--- src/rtl/shiftreg_pkg.sv ---
// Shared state type and elaboration-time geometry helpers for the shiftreg_deser_valrdy deserializer.
package shiftreg_pkg;

   typedef enum logic [0:0] {
      FILL = 1'b0,
      FULL = 1'b1
   } state_e;

   function automatic int beats_of(input int bitwidth, input int lane_w);
      return (lane_w > 32'sd0) ? (bitwidth / lane_w) : 32'sd0;
   endfunction

   // COUNT must be able to hold BEATS itself, hence beats+1 codes.
   function automatic int count_width(input int beats);
      return (beats < 32'sd1) ? 32'sd1 : $clog2(beats + 32'sd1);
   endfunction

   function automatic bit geometry_ok(input int bitwidth, input int lane_w);
      return (lane_w > 32'sd0) && (bitwidth >= lane_w) && ((bitwidth % lane_w) == 32'sd0);
   endfunction

endpackage

--- src/rtl/shiftreg_lane_core.sv ---
// Serial-in/parallel-out lane register with parallel load.
// With SHIFTREG_DESER_FLUSH_EN a variable zero-pad shift aligns a partial word.
module shiftreg_lane_core
   import shiftreg_pkg::*;
#(
   parameter int BITWIDTH  = 32,
   parameter int LANE_W    = 1,
   parameter int MSB_FIRST = 1
) (
   input  logic                clk,
   input  logic                rst_n,
   input  logic                load_en,
   input  logic [BITWIDTH-1:0] load_data,
   input  logic                shift_en,
   input  logic [LANE_W-1:0]   shift_in,
`ifdef SHIFTREG_DESER_FLUSH_EN
   input  logic                pad_en,
   input  logic [count_width(beats_of(BITWIDTH, LANE_W))-1:0] pad_lanes,
`endif
   output logic [BITWIDTH-1:0] data
);

   localparam int BEATS = beats_of(BITWIDTH, LANE_W);

   logic [BITWIDTH-1:0] data_r;
   logic [BITWIDTH-1:0] shifted_s;
   logic [BITWIDTH-1:0] next_s;

   generate
      if (BEATS == 32'sd1) begin : g_single
         assign shifted_s = shift_in;
      end else if (MSB_FIRST != 32'sd0) begin : g_msb_first
         assign shifted_s = {data_r[BITWIDTH-LANE_W-1:0], shift_in};
      end else begin : g_lsb_first
         assign shifted_s = {shift_in, data_r[BITWIDTH-1:LANE_W]};
      end
   endgenerate

`ifdef SHIFTREG_DESER_FLUSH_EN
   localparam int SW = $clog2(BITWIDTH + 32'sd1);

   logic [BITWIDTH-1:0] pad_src_s;
   logic [BITWIDTH-1:0] padded_s;
   logic [SW-1:0]       pad_shamt_s;

   // A beat accepted in the flush cycle is folded in before the padding shift.
   assign pad_src_s   = shift_en ? shifted_s : data_r;
   assign pad_shamt_s = SW'(int'(pad_lanes) * LANE_W);

   generate
      if (MSB_FIRST != 32'sd0) begin : g_pad_msb
         assign padded_s = pad_src_s << pad_shamt_s;
      end else begin : g_pad_lsb
         assign padded_s = pad_src_s >> pad_shamt_s;
      end
   endgenerate
`endif

   // Next-value select: load beats flush beats shift.
   always_comb begin
      next_s = data_r;
      if (load_en) begin
         next_s = load_data;
`ifdef SHIFTREG_DESER_FLUSH_EN
      end else if (pad_en) begin
         next_s = padded_s;
`endif
      end else if (shift_en) begin
         next_s = shifted_s;
      end else begin
         next_s = data_r;
      end
   end

   // Lane register storage.
   always_ff @(posedge clk or negedge rst_n) begin
      if (!rst_n) begin
         data_r <= {BITWIDTH{1'b0}};
      end else begin
         data_r <= next_s;
      end
   end

   assign data = data_r;

endmodule

--- src/rtl/shiftreg_deser_valrdy.sv ---
// Val/rdy deserializer: assembles BITWIDTH/LANE_W input beats into one word on a SIPO register.
// Defining SHIFTREG_DESER_FLUSH_EN adds a FLUSH input that zero-pads and emits a partial word.
module shiftreg_deser_valrdy
   import shiftreg_pkg::*;
#(
   parameter int BITWIDTH  = 32,
   parameter int LANE_W    = 1,
   parameter int MSB_FIRST = 1
) (
   input  logic                CLK,
   input  logic                RESET_N,
   input  logic                IN_VAL,
   output logic                IN_RDY,
   input  logic [LANE_W-1:0]   IN_DATA,
   input  logic                LOAD_EN,
   input  logic [BITWIDTH-1:0] LOAD_DATA,
   output logic                OUT_VAL,
   input  logic                OUT_RDY,
   output logic [BITWIDTH-1:0] OUT_DATA,
`ifdef SHIFTREG_DESER_FLUSH_EN
   input  logic                FLUSH,
`endif
   output logic [count_width(beats_of(BITWIDTH, LANE_W))-1:0] COUNT
);

   localparam int             BEATS       = beats_of(BITWIDTH, LANE_W);
   localparam int             CW          = count_width(BEATS);
   localparam logic [CW-1:0]  BEATS_C     = CW'(BEATS);
   localparam bit             SINGLE_BEAT = (BEATS == 32'sd1);

   generate
      if (!geometry_ok(BITWIDTH, LANE_W)) begin : g_bad_geometry
         $fatal(1, "shiftreg_deser_valrdy: BITWIDTH must be a non-zero multiple of LANE_W");
      end
   endgenerate

   state_e        state_r;
   logic [CW-1:0] count_r;
   logic [CW-1:0] count_inc_s;
   logic          out_val_r;
   logic          in_rdy_s;
   logic          in_fire_s;
   logic          out_fire_s;
   logic          last_beat_s;
   logic          flush_go_s;

   // Input ready: a load blocks beats that cycle; a full word only accepts a beat while it drains.
   always_comb begin
      in_rdy_s = 1'b0;
      if (LOAD_EN) begin
         in_rdy_s = 1'b0;
      end else if (state_r == FULL) begin
         in_rdy_s = OUT_RDY;
      end else begin
         in_rdy_s = 1'b1;
      end
   end

   assign in_fire_s   = IN_VAL & in_rdy_s;
   assign out_fire_s  = out_val_r & OUT_RDY;
   assign count_inc_s = count_r + CW'(1'b1);
   assign last_beat_s = in_fire_s && (count_inc_s == BEATS_C);

`ifdef SHIFTREG_DESER_FLUSH_EN
   logic [CW-1:0] pad_lanes_s;

   assign flush_go_s  = FLUSH && (state_r == FILL) && (count_r != {CW{1'b0}}) && !LOAD_EN;
   assign pad_lanes_s = BEATS_C - (in_fire_s ? count_inc_s : count_r);
`else
   assign flush_go_s  = 1'b0;
`endif

   // Word-assembly FSM with beat counter and registered OUT_VAL.
   always_ff @(posedge CLK or negedge RESET_N) begin
      if (!RESET_N) begin
         state_r   <= FILL;
         count_r   <= {CW{1'b0}};
         out_val_r <= 1'b0;
      end else if (LOAD_EN) begin
         state_r   <= FULL;
         count_r   <= BEATS_C;
         out_val_r <= 1'b1;
      end else begin
         case (state_r)
            FILL: begin
               if (in_fire_s) begin
                  count_r <= count_inc_s;
               end else begin
                  count_r <= count_r;
               end
               if (last_beat_s || flush_go_s) begin
                  state_r   <= FULL;
                  out_val_r <= 1'b1;
               end else begin
                  state_r   <= FILL;
                  out_val_r <= 1'b0;
               end
            end
            FULL: begin
               // A beat taken while the word drains starts the next word with no bubble.
               if (out_fire_s && in_fire_s) begin
                  count_r   <= CW'(1'b1);
                  state_r   <= SINGLE_BEAT ? FULL : FILL;
                  out_val_r <= SINGLE_BEAT;
               end else if (out_fire_s) begin
                  count_r   <= {CW{1'b0}};
                  state_r   <= FILL;
                  out_val_r <= 1'b0;
               end else begin
                  count_r   <= count_r;
                  state_r   <= FULL;
                  out_val_r <= 1'b1;
               end
            end
            default: begin
               state_r   <= FILL;
               count_r   <= {CW{1'b0}};
               out_val_r <= 1'b0;
            end
         endcase
      end
   end

   shiftreg_lane_core #(
      .BITWIDTH  (BITWIDTH),
      .LANE_W    (LANE_W),
      .MSB_FIRST (MSB_FIRST)
   ) u_core (
      .clk       (CLK),
      .rst_n     (RESET_N),
      .load_en   (LOAD_EN),
      .load_data (LOAD_DATA),
      .shift_en  (in_fire_s),
      .shift_in  (IN_DATA),
`ifdef SHIFTREG_DESER_FLUSH_EN
      .pad_en    (flush_go_s),
      .pad_lanes (pad_lanes_s),
`endif
      .data      (OUT_DATA)
   );

   assign IN_RDY  = in_rdy_s;
   assign OUT_VAL = out_val_r;
   assign COUNT   = count_r;

endmodule

--- config.mk ---
export PLATFORM = sky130hd
export DESIGN_NAME = shiftreg_deser_valrdy
export DESIGN_NICKNAME = d
export VERILOG_FILES = /design/src/rtl/shiftreg_pkg.sv /design/src/rtl/shiftreg_lane_core.sv /design/src/rtl/shiftreg_deser_valrdy.sv
export SDC_FILE = /design/constraint.sdc
export NUM_CORES = 1
export LEC_CHECK = 0
export CAP_MARGIN = 10
export CORE_AREA = 2 2 52 90
export CTS_BUF_LIST = sky130_fd_sc_hd__clkbuf_4 sky130_fd_sc_hd__clkbuf_8 sky130_fd_sc_hd__clkbuf_16
export CTS_CLUSTER_DIAMETER = 30
export DETAILED_ROUTE_END_ITERATION = 6
export DIE_AREA = 0 0 54 92
export GPL_ROUTABILITY_DRIVEN = 1
export PLACE_DENSITY = 0.82
export SLEW_MARGIN = 15
export SYNTH_ARGS = -nofsm -noshare
export SYNTH_HDL_FRONTEND = slang
export SYNTH_SLANG_ARGS = --single-unit
--- constraint.sdc ---
create_clock -name CLK -period 2.38 [get_ports CLK]
set_clock_uncertainty 0.15 [all_clocks]
set_input_delay 0.357 -clock CLK [delete_from_list [all_inputs] [get_ports CLK]]
set_output_delay 0.357 -clock CLK [all_outputs]
set_load 0.02 [all_outputs]
; ---- Word level (Yosys, flattened, before mapping)
; Index checks and enable logic that the tools add are counted.
[op_classes]
n_addsub = 1
eq_ne = 3
muxes = 14
bitwise = 3
reduce_logical = 4
[ops]
columns = operator, count
row1 = 32-bit two-way mux, 2
row2 = 6-bit two-way mux, 4
row3 = 6-bit one-hot mux with 2 select lines, 1
row4 = "6-bit by 1-bit adder with 6-bit output, second input constant", 1
row5 = "6-bit equality test, second input constant", 1
row6 = 1-bit two-way mux, 6
row7 = "4-bit by 2-bit != test with 1-bit output, second input constant", 1
row8 = "3-bit != test, second input constant", 1
row9 = 1-bit bitwise AND, 2
row10 = 1-bit logical AND, 2
row11 = 1-bit one-hot mux with 2 select lines, 1
row12 = 2-bit AND reduction, 1
row13 = 2-bit nonzero test, 1
row14 = 1-bit NOT, 1
[word_totals]
regBits = 39
in_bits = 38
output_inout_bits = 40
elab_cells = 28

; ---- Longest topological paths before layout
; Gate-level depths: netlist (run 1).
[logic_depth]
ltp_word = 7
depth_mapped = 6
depth_no_buf = 5

; ---- Hierarchy
; Synthesis (run 1) repeated with hierarchy kept, for this count alone.
[unflattened]
cells_unflattened = 195
area_unflattened_um2 = 2039.5
[modules_own_cells]
columns = module, n_inst, cells_per_inst, area_each_um2, seq_area_each_um2
row1 = shiftreg_lane_core, 1, 139, 1515.2, 800.8
row2 = shiftreg_deser_valrdy, 1, 56, 524.3, 175.2

; ---- Worst setup path before layout (run 1)
; No wires, ideal clock.
[synth_timing]
path_kind = reg-to-reg
startpoint = reg count_r[0], in the netlist COUNT[0]
endpoint = reg count_r[4], in the netlist COUNT[4]
setup_ns = 0.072
t_arrival_ns = 1.362
t_required_ns = 2.158
slack_ns = 0.795
path_stages_with_launch = 6
n_path_buf = 0
period_less_slack_ns = 1.585
path_cell_list = dfrtp_1 ha_1 nand4_1 xor2_1 o22a_1 nor2_1
[synth_via]
elab_chain_len = 4
[synth_rtl]
columns = element, line
row1 = "start, declared", shiftreg_deser_valrdy.sv:38  ; logic [CW-1:0] count_r;
row2 = "start signal, assigned", shiftreg_deser_valrdy.sv:77  ; count_r <= {CW{1'b0}};
row3 = "start signal, assigned", shiftreg_deser_valrdy.sv:87  ; count_r <= count_inc_s;
row4 = "start signal, assigned", shiftreg_deser_valrdy.sv:89  ; count_r <= count_r;
row5 = 6-bit by 1-bit adder with 6-bit output, shiftreg_deser_valrdy.sv:61  ; assign count_inc_s = count_r + CW'(1'b1);
row6 = 6-bit two-way mux, shiftreg_deser_valrdy.sv:86  ; if (in_fire_s) begin
row7 = 6-bit one-hot mux with 2 select lines, shiftreg_deser_valrdy.sv:84  ; case (state_r)
row8 = 6-bit two-way mux, shiftreg_deser_valrdy.sv:79  ; end else if (LOAD_EN) begin
; Every way passes these cells. The select of a mux whose other input is x is not followed.
; A chain may end at the register's enable or synchronous reset.

; ---- Worst setup path after layout (run 1)
[layout_timing]
startpoint = in OUT_RDY
endpoint = out IN_RDY
[layout_via]
elab_chain_len = 2
[layout_rtl]
columns = element, line
row1 = "start, declared", shiftreg_deser_valrdy.sv:18  ; input logic OUT_RDY,
row2 = 1-bit two-way mux, shiftreg_deser_valrdy.sv:52  ; end else if (state_r == FULL) begin
row3 = 1-bit two-way mux, shiftreg_deser_valrdy.sv:50  ; if (LOAD_EN) begin
row4 = "end, declared", shiftreg_deser_valrdy.sv:13  ; output logic IN_RDY,
; Every way passes these cells.

==> out/results.ini, run 1 <==
[timing]
timing.fmax_ghz = 0.458
finalSetupTns_ns = 0
finalMaxSlewViolations = 0
rsz0062_at_grt = no
fin_crit_ns = 2.18
hold_viol_final = 0
setup-violations-final = 0
worst_pin_slew_ns = 0.874
fin_crit_sh_pct = 91.8
max-slew-margin-rel_pct = 41.8

[die]
coreArea_um2 = 4320
die_h_um = 92
initial_core_util_pct = 43.0
rows = 32
die-area_um2 = 4970
die_x_um = 54
ioPinCount = 78

[placement]
port_buffers = 77
hpwlAfterDp_um = 3380
gp_congestion = 0.820

[cells_and_area]
area_growth_syn_to_layout_pct = 51.0
nFillCells = 355
final_net_count = 319
diodes = 0
postLayoutCoreUtil_pct = 64.9
drive_above_1_share_pct = 8.21

[routing]
avgRoutedWirePerCell_um = 14.0
avgViaCountPerCell = 5.17
drtIter0Drc = 33
drtAntennaViolNets = 0
wl_um = 4630
firstDrtPassIters = 4
drc = 0
num_vias = 1710

[yosys]
synthCells = 199
ys_types = 28
synth_top_family_by_area = simple AND/OR/NAND/NOR gates
synth_fa_ha_area_share_pct = 1.35
synth_compound_area_share_pct = 17.4
synth-seq-area-share_pct = 52.5
avgSynthCellArea_um2 = 9.34
synth_xor_area_share_pct = 2.83
synth_area_um2 = 1860
synth_edf_count = 0
yosysWarnings = 0
async_reset_ff_share_pct = 100
yosys.area_share.simple_pct = 20.1
synthMuxAreaShare_pct = 1.62
ys_ff_latch = 39
dominantRegCellSynth = dfrtp_1
synth_nets = 239

[clock_tree]
clockBufferDepth = 2
cts_max_level = 2
cts-root-buf = clkbuf_8
cts_setup_buffers = 0
cts_tree = built
cts_hold_buf = 0
clk_latency_ns = 0.29
cts-resized-gates = 0
cts_made_buffers = 5
clock-sinks = 39
path_clk_slew_ns = 0.08

[setup_path]
startpoint_type = input pin
crit_path_cell_trace = clkdlybuf4s50_1, nor2b_2, nor2_1, clkdlybuf4s50_1
cp.depth = 4
cp_common_cell = clkdlybuf4s50_1
crit_buf_inv = 2
reg2reg_from = OUT_VAL
worstPathRequired_ns = 1.87
critPathTopFamily = buffers and inverters
rr_endpoint = u_core.data[20]
reg2reg_setup_slack_ns = 0.75
crit_slowest_cell = clkdlybuf4s50_1
reg2reg_depth = 5
cp.arrival_ns = 1.68
endpoint_kind = output pin
worstPathMaxFanout = 3
max_stage_delay_ns = 0.62
worstSetupPathType = input pin to output pin

[grt]
grt_start_max_net_pins = 40
grt_first_pass_wirelength_um = 7380
antenna_found_initial = 0
grt_pass1_vias = 1583
grt_usage_pct = 19.9
grt_overflow = 0

[pwr]
vdd_drop_max_v = 0.000483
total_power_mw = 1.78
p_leak_nw = 1.23
p_per_area_nw_per_um2 = 633

[hold_path]
min_path_type = input pin to asynchronous set/reset pin

[outcome]
outcome = complete, no violations

[job]
cap_violations = 0

==> kinds of logic (layout without fill, tap and decap cells) <==
| kind of cell | Yosys count | count (layout) |
|---|---|---|
| flip-flops | 39 | 39 |
| buffers and inverters | 15 | 96 |
| multiplexers | 3 | 3 |
| adder cells (fa/ha/maj) | 2 | 2 |
| AO/OA/AOI/OAI | 46 | 46 |
| XOR/XNOR | 6 | 6 |
| AND/OR/NAND/NOR | 88 | 88 |
==> layout by cell type, fill, tap and decap left out, types with 2 or more instances in the layout <==
| cell type | count |
|---|---|
| nand2_1 | 69 |
| mux2i_1 | 3 |
| o21ai_0 | 3 |
| xor2_1 | 2 |
| clkbuf_8 | 5 |
| nand3_1 | 3 |
| clkdlybuf4s50_1 | 76 |
| o21ai_1 | 2 |
| ha_1 | 2 |
| a21oi_1 | 4 |
| nand4_1 | 2 |
| xnor2_1 | 4 |
| nor3_1 | 2 |
| dfrtp_1 | 39 |
| a22oi_1 | 30 |
| nor2_1 | 6 |
| buf_4 | 10 |
| o22a_1 | 3 |
| nand2b_1 | 2 |
==> cell type report <==
type                    instances  area (um^2)  share of cell area, %
flip-flops and latches         39          976                   34.8
repair buffers                 87          841                   30.0
multi-input cells             145          808                   28.8
clock buffers                   5         68.8                   2.45
well taps                      51         63.8                   2.27
clock inverters                 3         43.8                   1.56
inverters                       1         3.75                  0.134
==> sequential cells by signal (all words and copies together), names as in the netlist <==
signal / flops
u_core.data: 32
OUT_VAL: 1
COUNT: 6
==> where the power goes <==
group,leakage (nW),internal [mW],switching (mW),total [mW]
logic,0.692,0.223,0.213,0.437
registers,0.481,0.727,0.0568,0.784
clock network,0.0581,0.312,0.243,0.556
==> worst max path at each step <==
stage | startpoint | end | slack, ns
3_3_place_gp | OUT_RDY | IN_RDY | 0.20
6_report | OUT_RDY | IN_RDY | 0.20
4_1_cts | OUT_RDY | IN_RDY | 0.19
3_5_place_dp | OUT_RDY | IN_RDY | 0.19
2_1_floorplan | COUNT[0] | COUNT[4] | 0.80
5_1_grt | OUT_RDY | IN_RDY | 0.16
==> synth_stat cells (all sizes together) (3+ instances only) <==
cell    instances  share of area [%]
dfrtp          39                 53
clkbuf          4               0.81
a21oi           5                1.3
nand2          69                 14
o21ai           5                1.3
buf            10                3.2
a22oi          30                 12
xnor2           4                1.9
nor2            6                1.2
nand3           3               0.81
o22a            3                1.4
nor3            3                1.4
mux2i           3                1.6
==> stage by stage <==
step                area, um^2  hold slack, ns  setup WS (ns)  std cells
floorplan                 1860         -0.0886          0.795        199
global placement          2690           0.309          0.204        323
detailed placement        2690           0.320          0.186        323
CTS                       2810          0.0592          0.187        331
global route              2810          0.0842          0.159        331
finish                    2810          0.0197          0.195        331
==> metal layers <==
layer  GRT usage [%]  part of all wire, %  up-vias  wire [um]
met5               0                    0        -          0
met4            6.88                  1.6        0         74
met3            3.58                  4.8        6        223
met2            34.7                   55       43       2530
met1            23.3                   39      819       1800
li1                -                    -      842          -
Note: power is estimated with default switching activity, not from simulation.
==> inputs of run 2 (changes only) <==
--- a/config.mk
+++ b/config.mk
@@ -6,13 +6,13 @@
 export NUM_CORES = 1
 export LEC_CHECK = 0
 export CAP_MARGIN = 10
-export CORE_AREA = 2 2 52 90
+export CORE_AREA = 2 2 58 101
 export CTS_BUF_LIST = sky130_fd_sc_hd__clkbuf_4 sky130_fd_sc_hd__clkbuf_8 sky130_fd_sc_hd__clkbuf_16
 export CTS_CLUSTER_DIAMETER = 30
 export DETAILED_ROUTE_END_ITERATION = 6
-export DIE_AREA = 0 0 54 92
+export DIE_AREA = 0 0 60 103
 export GPL_ROUTABILITY_DRIVEN = 1
-export PLACE_DENSITY = 0.82
+export PLACE_DENSITY = 0.67
 export SLEW_MARGIN = 15
 export SYNTH_ARGS = -nofsm -noshare
 export SYNTH_HDL_FRONTEND = slang
==> run 2 against run 1 <==
  * Wire length increased by 3.1%
  * Flip-flop and latch count unchanged
  * Critical path depth unchanged
  * Die area is 24% higher
  * Count of clock-buffer cells in the layout up 1
  * Power is 0.60% lower
  * Global-route usage down 3.3 points
  * Core utilization fell by 13 points
  * Maximum frequency is essentially flat
  * Cell area increased by 1.7%
  * Via count up 0.70%
  * Final cell count is 7.3% higher
  * Largest power group unchanged
==> out/results.ini, run 2 (synthesis gave the netlist of run 1 again) <==
[outcome]
outcome = complete, no violations

[cells_and_area]
diodes = 0  ; unchanged
final_net_count = 319  ; unchanged
final_cell_mix = clkdlybuf4s50_1, nand2_1, dfrtp_1, a22oi_1, buf_4
area_growth_syn_to_layout_pct = 53.5
drive_above_1_share_pct = 7.89  ; -0.33 points
final_common_cell = clkdlybuf4s50_1
nFillCells = 505  ; +42%
largest_reg_flops = 32  ; unchanged

[clock_tree]
cts_max_level = 2  ; unchanged
cts_setup_buffers = 0  ; unchanged
clock-sinks = 39  ; unchanged
cts-root-buf = clkbuf_8
cts-resized-gates = 0  ; unchanged
clk_latency_ns = 0.28  ; about the same
clockBufferDepth = 2  ; unchanged
cts_hold_buf = 1  ; +1
path_clk_slew_ns = 0.07  ; about the same
cts_tree = built
cts_made_buffers = 5  ; unchanged

[routing]
drtAntennaViolNets = 0  ; unchanged
drc = 0  ; unchanged
avgViaCountPerCell = 4.85  ; -6.1%
firstDrtPassIters = 4  ; unchanged
avgRoutedWirePerCell_um = 13.4  ; -3.9%
wl_um = 4770  ; +3.1%
num_vias = 1722  ; +0.70%
drtIter0Drc = 69  ; +110%

[timing]
fin_crit_ns = 2.18  ; +0.0000180 ns
setup_slack_ns = 0.195  ; -0.0000180 ns
setup-violations-final = 0  ; unchanged
worst_pin_slew_ns = 0.375  ; -0.499 ns
finalSetupTns_ns = 0  ; unchanged
rsz0062_at_grt = no
max-slew-margin-rel_pct = 75.0  ; +33 points
hold_viol_final = 0  ; unchanged
fin_crit_sh_pct = 91.8  ; about the same
finalMaxSlewViolations = 0  ; unchanged
timing.fmax_ghz = 0.458  ; about the same

[hold_path]
holdPathStages = 2
min_path_type = input pin to flip-flop
hold_end = COUNT[4]
min_from = LOAD_EN

[die]
die-area_um2 = 6180  ; +24%
ioPinCount = 78  ; unchanged
die_x_um = 60  ; +11%
rows = 36  ; +13%
coreArea_um2 = 5450  ; +26%
initial_core_util_pct = 34.1  ; -8.9 points
die_h_um = 103  ; +12%

[setup_path]
reg2reg_setup_slack_ns = 0.76  ; about the same
cp.arrival_ns = 1.68  ; about the same
reg2reg_depth = 5  ; unchanged
rr_endpoint = COUNT[4]
worstSetupPathType = input pin to output pin
endpoint_kind = output pin
startpoint_type = input pin
worstPathRequired_ns = 1.87  ; about the same
reg2reg_from = COUNT[0]
worstPathMaxFanout = 3  ; unchanged

[placement]
dp_slack_ns = 0.184  ; -0.00207 ns
port_buffers = 77  ; unchanged
gp_congestion = 0.792  ; -3.5%
hpwlAfterDp_um = 3500  ; +3.5%

[grt]
grt_overflow = 0  ; unchanged
grt_first_pass_wirelength_um = 7830  ; +6.1%
grt_pass1_vias = 1767  ; +12%
grt_start_max_net_pins = 36  ; -10%
grt_usage_pct = 16.5  ; -3.3 points
antenna_found_initial = 0  ; unchanged

[pwr]
vdd_drop_max_v = 0.000326  ; -33%
p_leak_nw = 1.23  ; +0.24%
p_per_area_nw_per_um2 = 619  ; -2.3%

[job]
cap_violations = 0  ; unchanged

run 2: changes by cell type in the layout (fill, tap and decap cells not counted), sizes merged:
cell | previous run | this run
clkbuf | 5 | 6
clkdlybuf4s50 | 76 | 75
clkinv | 2 | 0
dlygate4sd3 | 0 | 1
run 2: layer usage:
layer / up-vias / track usage (%) / share of wire (%)
met5: - / 0 / 0
met4: 0 / 7.18 / 2.0
met3: 8 / 2.51 / 3.2
met2: 43 / 31.4 / 57
met1: 824 / 17.2 / 38
li1: 847 / - / -
run 2: metrics by stage:
stage               power (mW)  area, um^2  std cells  hold WS (ns)  utilization (%)
floorplan                0.988        1860        199       -0.0886                -
global placement          1.24        2740        347         0.107             50.2
detailed placement        1.25        2740        347         0.111             50.2
CTS                       1.79        2850        355         0.255             52.3
global route              1.85        2850        355         0.276             52.3
finish                    1.77        2850        355         0.265             52.3
run 2: layout make-up:
cell class / count / area, um^2 / area share (%)
flip-flops and latches: 39 / 976 / 34.2
repair buffers: 87 / 863 / 30.3
multi-input cells: 145 / 808 / 28.3
well taps: 76 / 95.1 / 3.33
clock buffers: 6 / 76.3 / 2.68
clock inverters: 1 / 30.0 / 1.05
inverters: 1 / 3.75 / 0.132
run 2: power breakdown:
part	switching, mW	internal [mW]	total (mW)
registers	0.0567	0.727	0.784
clock network	0.219	0.319	0.538
logic	0.216	0.227	0.443
total	0.492	1.27	1.77
run 2: worst max path at each step:
stage,from,to,slack [ns],depth (start not counted)
after CTS,OUT_RDY,IN_RDY,0.18,4
after detailed placement,OUT_RDY,IN_RDY,0.18,4
after global placement,OUT_RDY,IN_RDY,0.21,4
after global routing,OUT_RDY,IN_RDY,0.16,4
after floorplan,COUNT[0],COUNT[4],0.80,5
final,OUT_RDY,IN_RDY,0.20,4
run 2: worst max-delay path: stages:
cell             delay, ns
clkdlybuf4s50_1       0.49
nor2b_2               0.07
nor2_1                0.14
clkdlybuf4s50_1       0.62
==> inputs of run 3 (changes only) <==
--- a/config.mk
+++ b/config.mk
@@ -9,6 +9,7 @@
 export CORE_AREA = 2 2 58 101
 export CTS_BUF_LIST = sky130_fd_sc_hd__clkbuf_4 sky130_fd_sc_hd__clkbuf_8 sky130_fd_sc_hd__clkbuf_16
 export CTS_CLUSTER_DIAMETER = 30
+export CTS_CLUSTER_SIZE = 14
 export DETAILED_ROUTE_END_ITERATION = 6
 export DIE_AREA = 0 0 60 103
 export GPL_ROUTABILITY_DRIVEN = 1
==> results of run 3 <==
Same layout as run 2: the final DEF is identical, and so are final timing and power.
